## src/rtl/mem_loader.sv

```systemverilog
// mem_loader: host-command bridge that writes and reads the CPU instruction
// and data memories through their external ports, and runs the CPU for a
// given number of cycles. Each command produces exactly one response.
module mem_loader #(
  parameter int ADDR_W    = 64,
  parameter int RUN_CNT_W = 32
) (
  input  logic              clk,
  input  logic              arst,
  // host command channel
  input  logic              cmd_valid,
  output logic              cmd_ready,
  input  logic [2:0]        cmd_op,
  input  logic [ADDR_W-1:0] cmd_addr,
  input  logic [63:0]       cmd_data,
  // host response channel
  output logic              rsp_valid,
  input  logic              rsp_ready,
  output logic [63:0]       rsp_data,
  output logic              rsp_err,
  // instruction memory external port
  output logic [ADDR_W-1:0] addr_ext,
  output logic              wen_ext,
  output logic              ren_ext,
  output logic [31:0]       wdata_ext,
  input  logic [31:0]       rdata_ext,
  // data memory external port
  output logic [ADDR_W-1:0] addr_ext_2,
  output logic              wen_ext_2,
  output logic              ren_ext_2,
  output logic [63:0]       wdata_ext_2,
  input  logic [63:0]       rdata_ext_2,
  // CPU run enable
  output logic              enable
);

  typedef enum logic [2:0] {
    S_IDLE, S_WRITE, S_READ_REQ, S_READ_WAIT, S_RUN, S_RESP
  } state_t;

  // Opcode bit 0 selects the data memory, bit 1 selects a read.
  localparam logic [2:0] OP_WR_IMEM = 3'b000;
  localparam logic [2:0] OP_WR_DMEM = 3'b001;
  localparam logic [2:0] OP_RD_IMEM = 3'b010;
  localparam logic [2:0] OP_RD_DMEM = 3'b011;
  localparam logic [2:0] OP_RUN     = 3'b100;

  state_t                 state_q, state_d;
  logic [2:0]             op_q;
  logic [ADDR_W-1:0]      addr_q;
  logic [63:0]            data_q;
  logic [RUN_CNT_W-1:0]   cnt_q;
  logic [63:0]            rsp_data_q;
  logic                   rsp_err_q;

  logic                   accept;
  logic                   cmd_legal;
  logic [RUN_CNT_W-1:0]   run_len;
  logic                   imem_act;
  logic                   dmem_act;

  // cmd_ready also looks at arst so it is low for the whole reset window.
  assign cmd_ready = (state_q == S_IDLE) && !arst;
  assign accept    = cmd_valid && cmd_ready;
  assign run_len   = cmd_data[RUN_CNT_W-1:0];

  // Decode legality of the incoming command (opcode and alignment).
  always_comb begin
    // NOTE: every always_comb output gets a default first so no path leaves
    // it unassigned; an unassigned path would infer a latch.
    cmd_legal = 1'b0;
    case (cmd_op)
      OP_WR_IMEM, OP_RD_IMEM: cmd_legal = (cmd_addr[1:0] == 2'b00);
      OP_WR_DMEM, OP_RD_DMEM: cmd_legal = (cmd_addr[2:0] == 3'b000);
      OP_RUN:                 cmd_legal = 1'b1;
      default:                cmd_legal = 1'b0;
    endcase
  end

  // State register; async reset discards any in-flight command or response.
  always_ff @(posedge clk or posedge arst) begin
    // NOTE: sequential state uses non-blocking assignments so every register
    // samples pre-edge values, independent of block evaluation order.
    if (arst) state_q <= S_IDLE;
    else      state_q <= state_d;
  end

  // Next-state logic and memory/run strobes, decoded from the current state.
  always_comb begin
    state_d   = state_q;
    wen_ext   = 1'b0;
    ren_ext   = 1'b0;
    wen_ext_2 = 1'b0;
    ren_ext_2 = 1'b0;
    enable    = 1'b0;
    case (state_q)
      S_IDLE: begin
        if (accept) begin
          if (!cmd_legal)                 state_d = S_RESP;
          else if (cmd_op == OP_RUN)      state_d = (run_len == '0) ? S_RESP : S_RUN;
          else if (cmd_op[1])             state_d = S_READ_REQ;
          else                            state_d = S_WRITE;
        end
      end
      S_WRITE: begin
        wen_ext   = !op_q[0];
        wen_ext_2 = op_q[0];
        state_d   = S_RESP;
      end
      S_READ_REQ: begin
        ren_ext   = !op_q[0];
        ren_ext_2 = op_q[0];
        state_d   = S_READ_WAIT;
      end
      S_READ_WAIT: state_d = S_RESP;
      S_RUN: begin
        enable = 1'b1;
        if (cnt_q == RUN_CNT_W'(1)) state_d = S_RESP;
      end
      S_RESP: begin
        if (rsp_ready) state_d = S_IDLE;
      end
      default: state_d = S_IDLE;
    endcase
  end

  // Capture the command at acceptance, count the run down, capture read data.
  always_ff @(posedge clk or posedge arst) begin
    if (arst) begin
      op_q       <= '0;
      addr_q     <= '0;
      data_q     <= '0;
      cnt_q      <= '0;
      rsp_data_q <= '0;
      rsp_err_q  <= 1'b0;
    end else begin
      if (accept) begin
        op_q       <= cmd_op;
        addr_q     <= cmd_addr;
        data_q     <= cmd_data;
        cnt_q      <= run_len;
        rsp_err_q  <= !cmd_legal;
        rsp_data_q <= (cmd_legal && cmd_op == OP_RUN) ? 64'(run_len) : 64'd0;
      end
      // Count stops leaving RUN at 1, so it never wraps, even for all-ones N.
      if (state_q == S_RUN) cnt_q <= cnt_q - RUN_CNT_W'(1);
      if (state_q == S_READ_WAIT)
        rsp_data_q <= op_q[0] ? rdata_ext_2 : 64'(rdata_ext);
    end
  end

  // Address and write data are forced to zero outside their port's strobes.
  assign imem_act    = wen_ext   || ren_ext;
  assign dmem_act    = wen_ext_2 || ren_ext_2;
  assign addr_ext    = imem_act  ? addr_q       : '0;
  assign wdata_ext   = wen_ext   ? data_q[31:0] : '0;
  assign addr_ext_2  = dmem_act  ? addr_q       : '0;
  assign wdata_ext_2 = wen_ext_2 ? data_q       : '0;

  assign rsp_valid = (state_q == S_RESP);
  assign rsp_data  = rsp_valid ? rsp_data_q : 64'd0;
  assign rsp_err   = rsp_valid && rsp_err_q;

endmodule

```

## config.mk

```make
export PLATFORM = sky130hd
export DESIGN_NAME = mem_loader
export DESIGN_NICKNAME = d
export VERILOG_FILES = /design/src/rtl/mem_loader.sv
export SDC_FILE = /design/constraint.sdc
export NUM_CORES = 1
export LEC_CHECK = 0
export CAP_MARGIN = 20
export CORE_AREA = 2 2 208 210
export DETAILED_ROUTE_END_ITERATION = 12
export DIE_AREA = 0 0 210 212
export PLACE_DENSITY_LB_ADDON = 0.1
export SYNTH_ARGS = -nofsm -noshare
export SYNTH_HDL_FRONTEND = slang
export SYNTH_SLANG_ARGS = --single-unit
```

## constraint.sdc

```tcl
create_clock -name clk -period 17.61 [get_ports clk]
set_input_delay 3.522 -clock clk [delete_from_list [all_inputs] [get_ports clk]]
set_output_delay 3.522 -clock clk [all_outputs]
set_load 0.05 [all_outputs]
```

==> flow_summary_export.csv, run 1 <==
group,metric,value,unit
run_status,status,"complete, no violations",
detailed_routing,antenna_left,0,
die,die_w,210,µm
synth,syn_area_per_cell,8.66,µm²
sta,slew_violations,0,
place,gp_routability_congestion,0.826,
grt,grt_pass1_wl,72.0,mm
grt,grt-ovfl-total,0,
power,ir_worst_vdd,0.0598,mV
run,drv_cap,0,
sta,finalSetupTns,0,ps
detailed_routing,drt_pass1_iterations,4,
critical_path,arrival,5020,ps
grt,grt_pass1_vias,11300,
power,p_sw,497,µW
die,pin_count,527,
synth,ys_types,62,
synth,synth_warnings,0,
clock_tree,post_cts_buffers,0,
synth,syn-cell-area,0.0119,mm²
clock_tree,hold_buffers,0,
grt,antenna_found_initial,1,
worst_hold_path,hp-class,"reg2reg",
sta,tightest_slew,1070,ps
clock_tree,cts_buffers,28,
clock_tree,clock-sinks,229,
die,start_util,28.1,%
power,sequentialPowerShare,46.6,%
detailed_routing,drcViolationCount,0,
power,pwr-share-clk,35.5,%
grt,grtUsageMet3,4.58,%
detailed_routing,wl_per_cell,19.9,µm
power,total_power,1720,µW
grt,use_met2,36.2,%
die,core_area,0.0425,mm²
layout,layout-drive-gt1-share,4.78,%
critical_path,reg2reg_slack,14750,ps
detailed_routing,routed_wirelength,48.5,mm
sta,final.setup_skew,6.79,ps
sta,hold_viol,0,
synth,ys_async_sr_fraction,100,%
power,combPwrFrac,17.9,%
sta,rsz0062_at_grt,"no",
clock_tree,path_clk_slew,60,ps
power,powerDensity,91.7,mW/mm²
grt,grtUsageMet1,26.6,%
critical_path,crit_family,"buffers and inverters",
critical_path,cp_data_required_time,14090,ps
critical_path,critical_path.slowest_cell,"clkdlybuf4s50_1",
synth,ys_seq_area_share,48.0,%
detailed_routing,viasPerCell,4.73,
critical_path,path_common_cell,"clkdlybuf4s50_1",
place,numPortBuffers,526,
die,die_h,212,µm
synth,synth_edf_count,0,
power,p_leak,0.00811,µW
clock_tree,cts.path.max_buffers,3,
grt,grt_max_degree,108,
clock_tree,root_buffer,"clkbuf_16",
critical_path,cp_slowest_stage_delay,810,ps
grt,grt_util_all_layers,21.0,%
grt,top_usage_layer,"met2",
critical_path,cp-start-kind,"primary input",
power,p_int,1220,µW
critical_path,endpoint_kind,"output pin",
synth,synthesis.nets,1613,
detailed_routing,vias,11500,
sta,finalSetupViolCount,0,
sta,finalCritPeriodShare,48.5,%
sta,fmax,117,MHz
critical_path,path_buf_inv,2,
critical_path,cp_max_fo,4,
clock_tree,cts-resized-gates,0,
sta,slew-limit-headroom,28.7,%
clock_tree,cts_tree,"done",
sta,fin_crit,8550,ps
clock_tree,cts_max_level,1,
synth,synth-seq-cells,229,
power,p_sw_share,29.0,%
detailed_routing,drt_iter0_drc,655,
critical_path,crit_chain,"clkdlybuf4s50_1 -> nor2_1 -> clkdlybuf4s50_1",
clock_tree,insertion_delay,550,ps
die,dieArea,0.0445,mm²
synth,synth_ff_type,"dfrtp_1",
layout,nets,2094,
place,place_hpwl,35.1,mm
die,rows,76,
critical_path,path_class,"in2out",
layout,syn_to_final_growth,56.5,%
synth,syn_inst,1380,
-- stage by stage --
stage	worst slack, ps	cells	util, %	hold slack (ps)	area [µm²]
finish	9060	2430	44.0	465	18700
global route	9020	2429	44.0	484	18700
CTS	9060	2428	43.9	469	18700
detailed placement	9070	2376	41.6	454	17700
global placement	9030	2376	41.6	449	17700
floorplan	7810	1380	-	437	11900
-- path summary, 6_finish.rpt --
| check | startpoint | to | depth (start not counted) |
|---|---|---|---|
| max | arst | cmd_ready | 3 |
| min | data_q[40] | data_q[40] | 2 |
| max reg2reg | state_q[2] | rsp_data_q[61] | 6 |
| min reg2reg | data_q[40] | data_q[40] | 2 |
| max in group asynchronous | arst | cnt_q[20] | 3 |
| min in group asynchronous | arst | data_q[20] | 2 |
-- per-layer routing --
layer,routed length [µm],part of all wire (%)
met3,3100,6.4
met4,1170,2.4
met1,20600,42
met2,23600,49
met5,17,0.035
-- synthesized netlist by cell type (all sizes together), types with 2 or more instances --
library cell / count / share of area, %
dfrtp: 229 / 48
or3: 4 / 0.21
nor3b: 4 / 0.25
nor2: 29 / 0.99
nand2: 409 / 13
a31oi: 4 / 0.21
a21o: 2 / 0.13
nor2b: 130 / 6.8
nor3: 17 / 0.71
mux2i: 33 / 2.8
o211ai: 8 / 0.50
or4: 3 / 0.22
a211oi: 38 / 2.4
o311ai: 7 / 0.51
a311oi: 2 / 0.15
a22o: 32 / 2.3
clkbuf: 72 / 2.4
and2: 163 / 8.5
nand2b: 4 / 0.21
ha: 2 / 0.21
a211o: 5 / 0.37
nand3: 11 / 0.50
and3: 35 / 1.8
inv: 9 / 0.30
a21oi: 47 / 2.0
buf: 20 / 0.80
nor4: 20 / 1.5
o21ai: 14 / 0.59
or2: 4 / 0.23
nand4: 6 / 0.31
and4: 2 / 0.15
-- worst register-to-register path, delay by kind of cell, from the launching register on --
| kind | cells | cell delay (ps) |
|---|---|---|
| AND/OR/NAND/NOR | 3 | 850 |
| flip-flops | 1 | 540 |
| buffers and inverters | 2 | 1080 |
| AO/OA/AOI/OAI | 1 | 290 |
-- state kept, by name, summed over array words and instances, names as in the netlist --
| name | count |
|---|---|
| addr_q | 64 |
| data_q | 64 |
| rsp_data_q | 64 |
| cnt_q | 32 |
| state_q | 3 |
| op_q | 1 |
| rsp_err_q | 1 |
-- area by class of cell --
type	count	area, µm²
inverter	9	43.8
timing repair buffer	543	5410
tap	546	683
antenna	1	2.50
clock buffer	42	845
clock inverter	10	131
fill	4264	23800
sequential	229	5730
multi-input combinational	1050	5860
-- kinds of logic (layout without fill, tap and decap cells) --
family	after synthesis	after routing	share of synthesized area (%)
AO/OA/AOI/OAI	171	171	9.98
XOR/XNOR	1	1	0.0733
adder cells (fa/ha/maj)	2	2	0.209
buffers and inverters	101	604	3.53
flip-flops	229	229	48.0
multiplexers	33	33	2.76
other	0	1	0
AND/OR/NAND/NOR	843	843	35.5
-- power groups by stage --
stage	logic [µW]	registers (µW)	clock network [µW]
after floorplan	211	760	0
after global placement	302	803	0
after detailed placement	309	807	0
after CTS	311	800	630
after global routing	352	820	650
final	307	799	609
-- cells in the final DEF (no fill, tap or decap), drive strengths merged, types with 2 or more instances in the layout --
cell type,synthesis,routed
clkdlybuf4s50,0,526
nand2,409,409
dfrtp,229,229
and2,163,163
nor2b,130,130
a21oi,47,47
clkbuf,72,42
a211oi,38,38
and3,35,35
mux2i,33,33
a22o,32,32
nor2,29,29
nor4,20,20
nor3,17,17
buf,20,17
o21ai,14,14
nand3,11,11
inv,9,9
o211ai,8,8
o311ai,7,7
nand4,6,6
clkinv,0,6
a211o,5,5
nand2b,4,4
or3,4,4
a31oi,4,4
nor3b,4,4
or2,4,4
bufinv,0,3
or4,3,3
and4,2,2
a311oi,2,2
a21o,2,2
ha,2,2
No activity file was read; power rests on OpenSTA's default activity.
==> inputs of run 2 (changes only) <==
Settings changed: CORE_AREA 2 2 208 210 to 2 2 203 205, DIE_AREA 0 0 210 212 to 0 0 205 207.
Clock period 17.61 ns to 8.6 ns, I/O delays scaled along.
==> flow_summary_export.csv, run 2 (synthesis results as in run 1) <==
group,metric,value,unit
power,ir_worst_vdd,0.113,mV
grt,grt_pass1_vias,11400,
grt,antenna_found_initial,4,
layout,top_regs,"addr_q: 64 flops, data_q: 64 flops, rsp_data_q: 64 flops",
critical_path,path_class,"reg2out",
power,p_leak,0.00805,µW
critical_path,rr_worst_depth,6,
layout,final_common_cell,"clkdlybuf4s50_1",
worst_hold_path,hp-class,"reg2reg",
critical_path,r2r-start,"state_q[2]",
die,pin_count,527,
die,die_h,207,µm
grt,grt_pass1_wl,72.5,mm
clock_tree,path_clk_slew,60,ps
die,rows,74,
sta,hold_viol,0,
critical_path,endpoint_kind,"output pin",
sta,finalSetupTns,0,ps
detailed_routing,antenna_left,0,
worst_hold_path,hold_depth,2,
critical_path,regToRegEndpoint,"rsp_data_q[21]",
clock_tree,cts_max_level,1,
place,numPortBuffers,526,
sta,setup_slack,3320,ps
die,core_area,0.0404,mm²
detailed_routing,wl_met1,20.0,mm
sta,tightest_slew,897,ps
critical_path,reg2reg_slack,5280,ps
layout,nFillCells,4016,
critical_path,cp_max_fo,66,
die,dieArea,0.0424,mm²
sta,rsz0062_at_grt,"no",
place,placed_cells,2362,
power,powerDensity,184,mW/mm²
worst_hold_path,hp-start,"data_q[54]",
detailed_routing,drt_iter0_drc,617,
clock_tree,hold_buffers,0,
layout,instances_no_fill,2412,
detailed_routing,highest_layer,"met5",
critical_path,path_buf_inv,4,
layout,layout-drive-gt1-share,4.48,%
layout,syn_to_final_growth,55.5,%
detailed_routing,drt_pass1_iterations,4,
critical_path,cp.depth,7,
clock_tree,root_buffer,"clkbuf_16",
detailed_routing,vias,11500,
clock_tree,clock-sinks,229,
layout,layout_common_cells,"clkdlybuf4s50_1 (526), nand2_1 (407), dfrtp_1 (228)",
sta,fin_crit,5280,ps
critical_path,critical_path.slowest_cell,"clkdlybuf4s50_1",
critical_path,crit_family,"buffers and inverters",
die,start_util,29.6,%
critical_path,cp_slowest_stage_delay,840,ps
worst_hold_path,hold-path-endpoint,"data_q[54]",
detailed_routing,wl_per_cell,20.0,µm
place,dp_slack,3560,ps
sta,slew_violations,0,
detailed_routing,wl_met3,3.48,mm
sta,fmax,189,MHz
sta,final.setup_skew,22.8,ps
run,drv_cap,0,
die,die_w,205,µm
clock_tree,cts_tree,"done",
grt,grt-ovfl-total,0,
sta,finalCritPeriodShare,61.4,%
layout,final_util,46.0,%
run_status,status,"complete, no violations",
clock_tree,insertion_delay,540,ps
sta,finalSetupViolCount,0,
grt,grt_util_all_layers,22.1,%
clock_tree,cts_buffers,27,
clock_tree,cts-resized-gates,0,
detailed_routing,drcViolationCount,0,
critical_path,arrival,3560,ps
place,gp_routability_congestion,0.821,
clock_tree,post_cts_buffers,0,
critical_path,cp-start-kind,"flop",
detailed_routing,viasPerCell,4.75,
sta,slew-limit-headroom,40.2,%
critical_path,path_common_cell,"buf_4",
detailed_routing,routed_wirelength,48.2,mm
grt,grt_max_degree,104,
critical_path,cp_data_required_time,6880,ps
detailed_routing,dr_wl_met2,23.6,mm
critical_path,crit_chain,"inv_2 -> nor4b_2 -> buf_4 -> nor2_4 -> buf_4 -> nor2b_1 -> clkdlybuf4s50_1",
clock_tree,cts.path.max_buffers,3,
sta,hold_ws,467,ps
layout,nets,2092,
place,place_hpwl,35.2,mm
run 2: worst max-delay path by stage:
stage / slack, ps / startpoint / to
3_5_place_dp: 3560 / arst / rsp_data_q[21]
5_1_grt: 3090 / state_q[0] / addr_ext_2[59]
4_1_cts: 3260 / state_q[0] / addr_ext_2[5]
3_3_place_gp: 3560 / arst / rsp_data_q[21]
6_report: 3320 / state_q[0] / addr_ext_2[59]
2_1_floorplan: 600 / arst / addr_q[0]
run 2: area by class of cell:
| type | count | area [µm²] | area share (%) |
|---|---|---|---|
| sequential | 229 | 5730 | 30.8 |
| inverter | 9 | 43.8 | 0.236 |
| clock inverter | 6 | 86.3 | 0.464 |
| clock buffer | 41 | 808 | 4.35 |
| tap | 532 | 666 | 3.58 |
| multi-input combinational | 1050 | 5860 | 31.5 |
| antenna | 3 | 7.51 | 0.0404 |
| timing repair buffer | 542 | 5390 | 29.0 |
run 2: worst register-to-register path: cells and delay by family (launching register included):
family | cells | cell delay [ps]
buf+inv | 3 | 1820
flops | 1 | 620
simple gates | 1 | 460
compound gates | 2 | 320
run 2: where the power goes:
group / internal, µW / leakage [µW] / switching (µW)
Combinational: 347 / 0.00463 / 285
Clock: 702 / 0.000438 / 458
Sequential: 1380 / 0.00298 / 254
run 2: layer usage:
layer | global-route usage (%) | up-vias
met5 | 0 | -
met1 | 27.9 | 5469
met2 | 37.9 | 391
met4 | 5.93 | 2
li1 | - | 5532
met3 | 5.02 | 63
run 2: through the flow:
step	total power, µW	instance area (µm²)
after CTS	3480	18600
after detailed placement	2290	17700
final	3430	18600
after global placement	2260	17700
after global routing	3650	18600
after floorplan	1990	11900
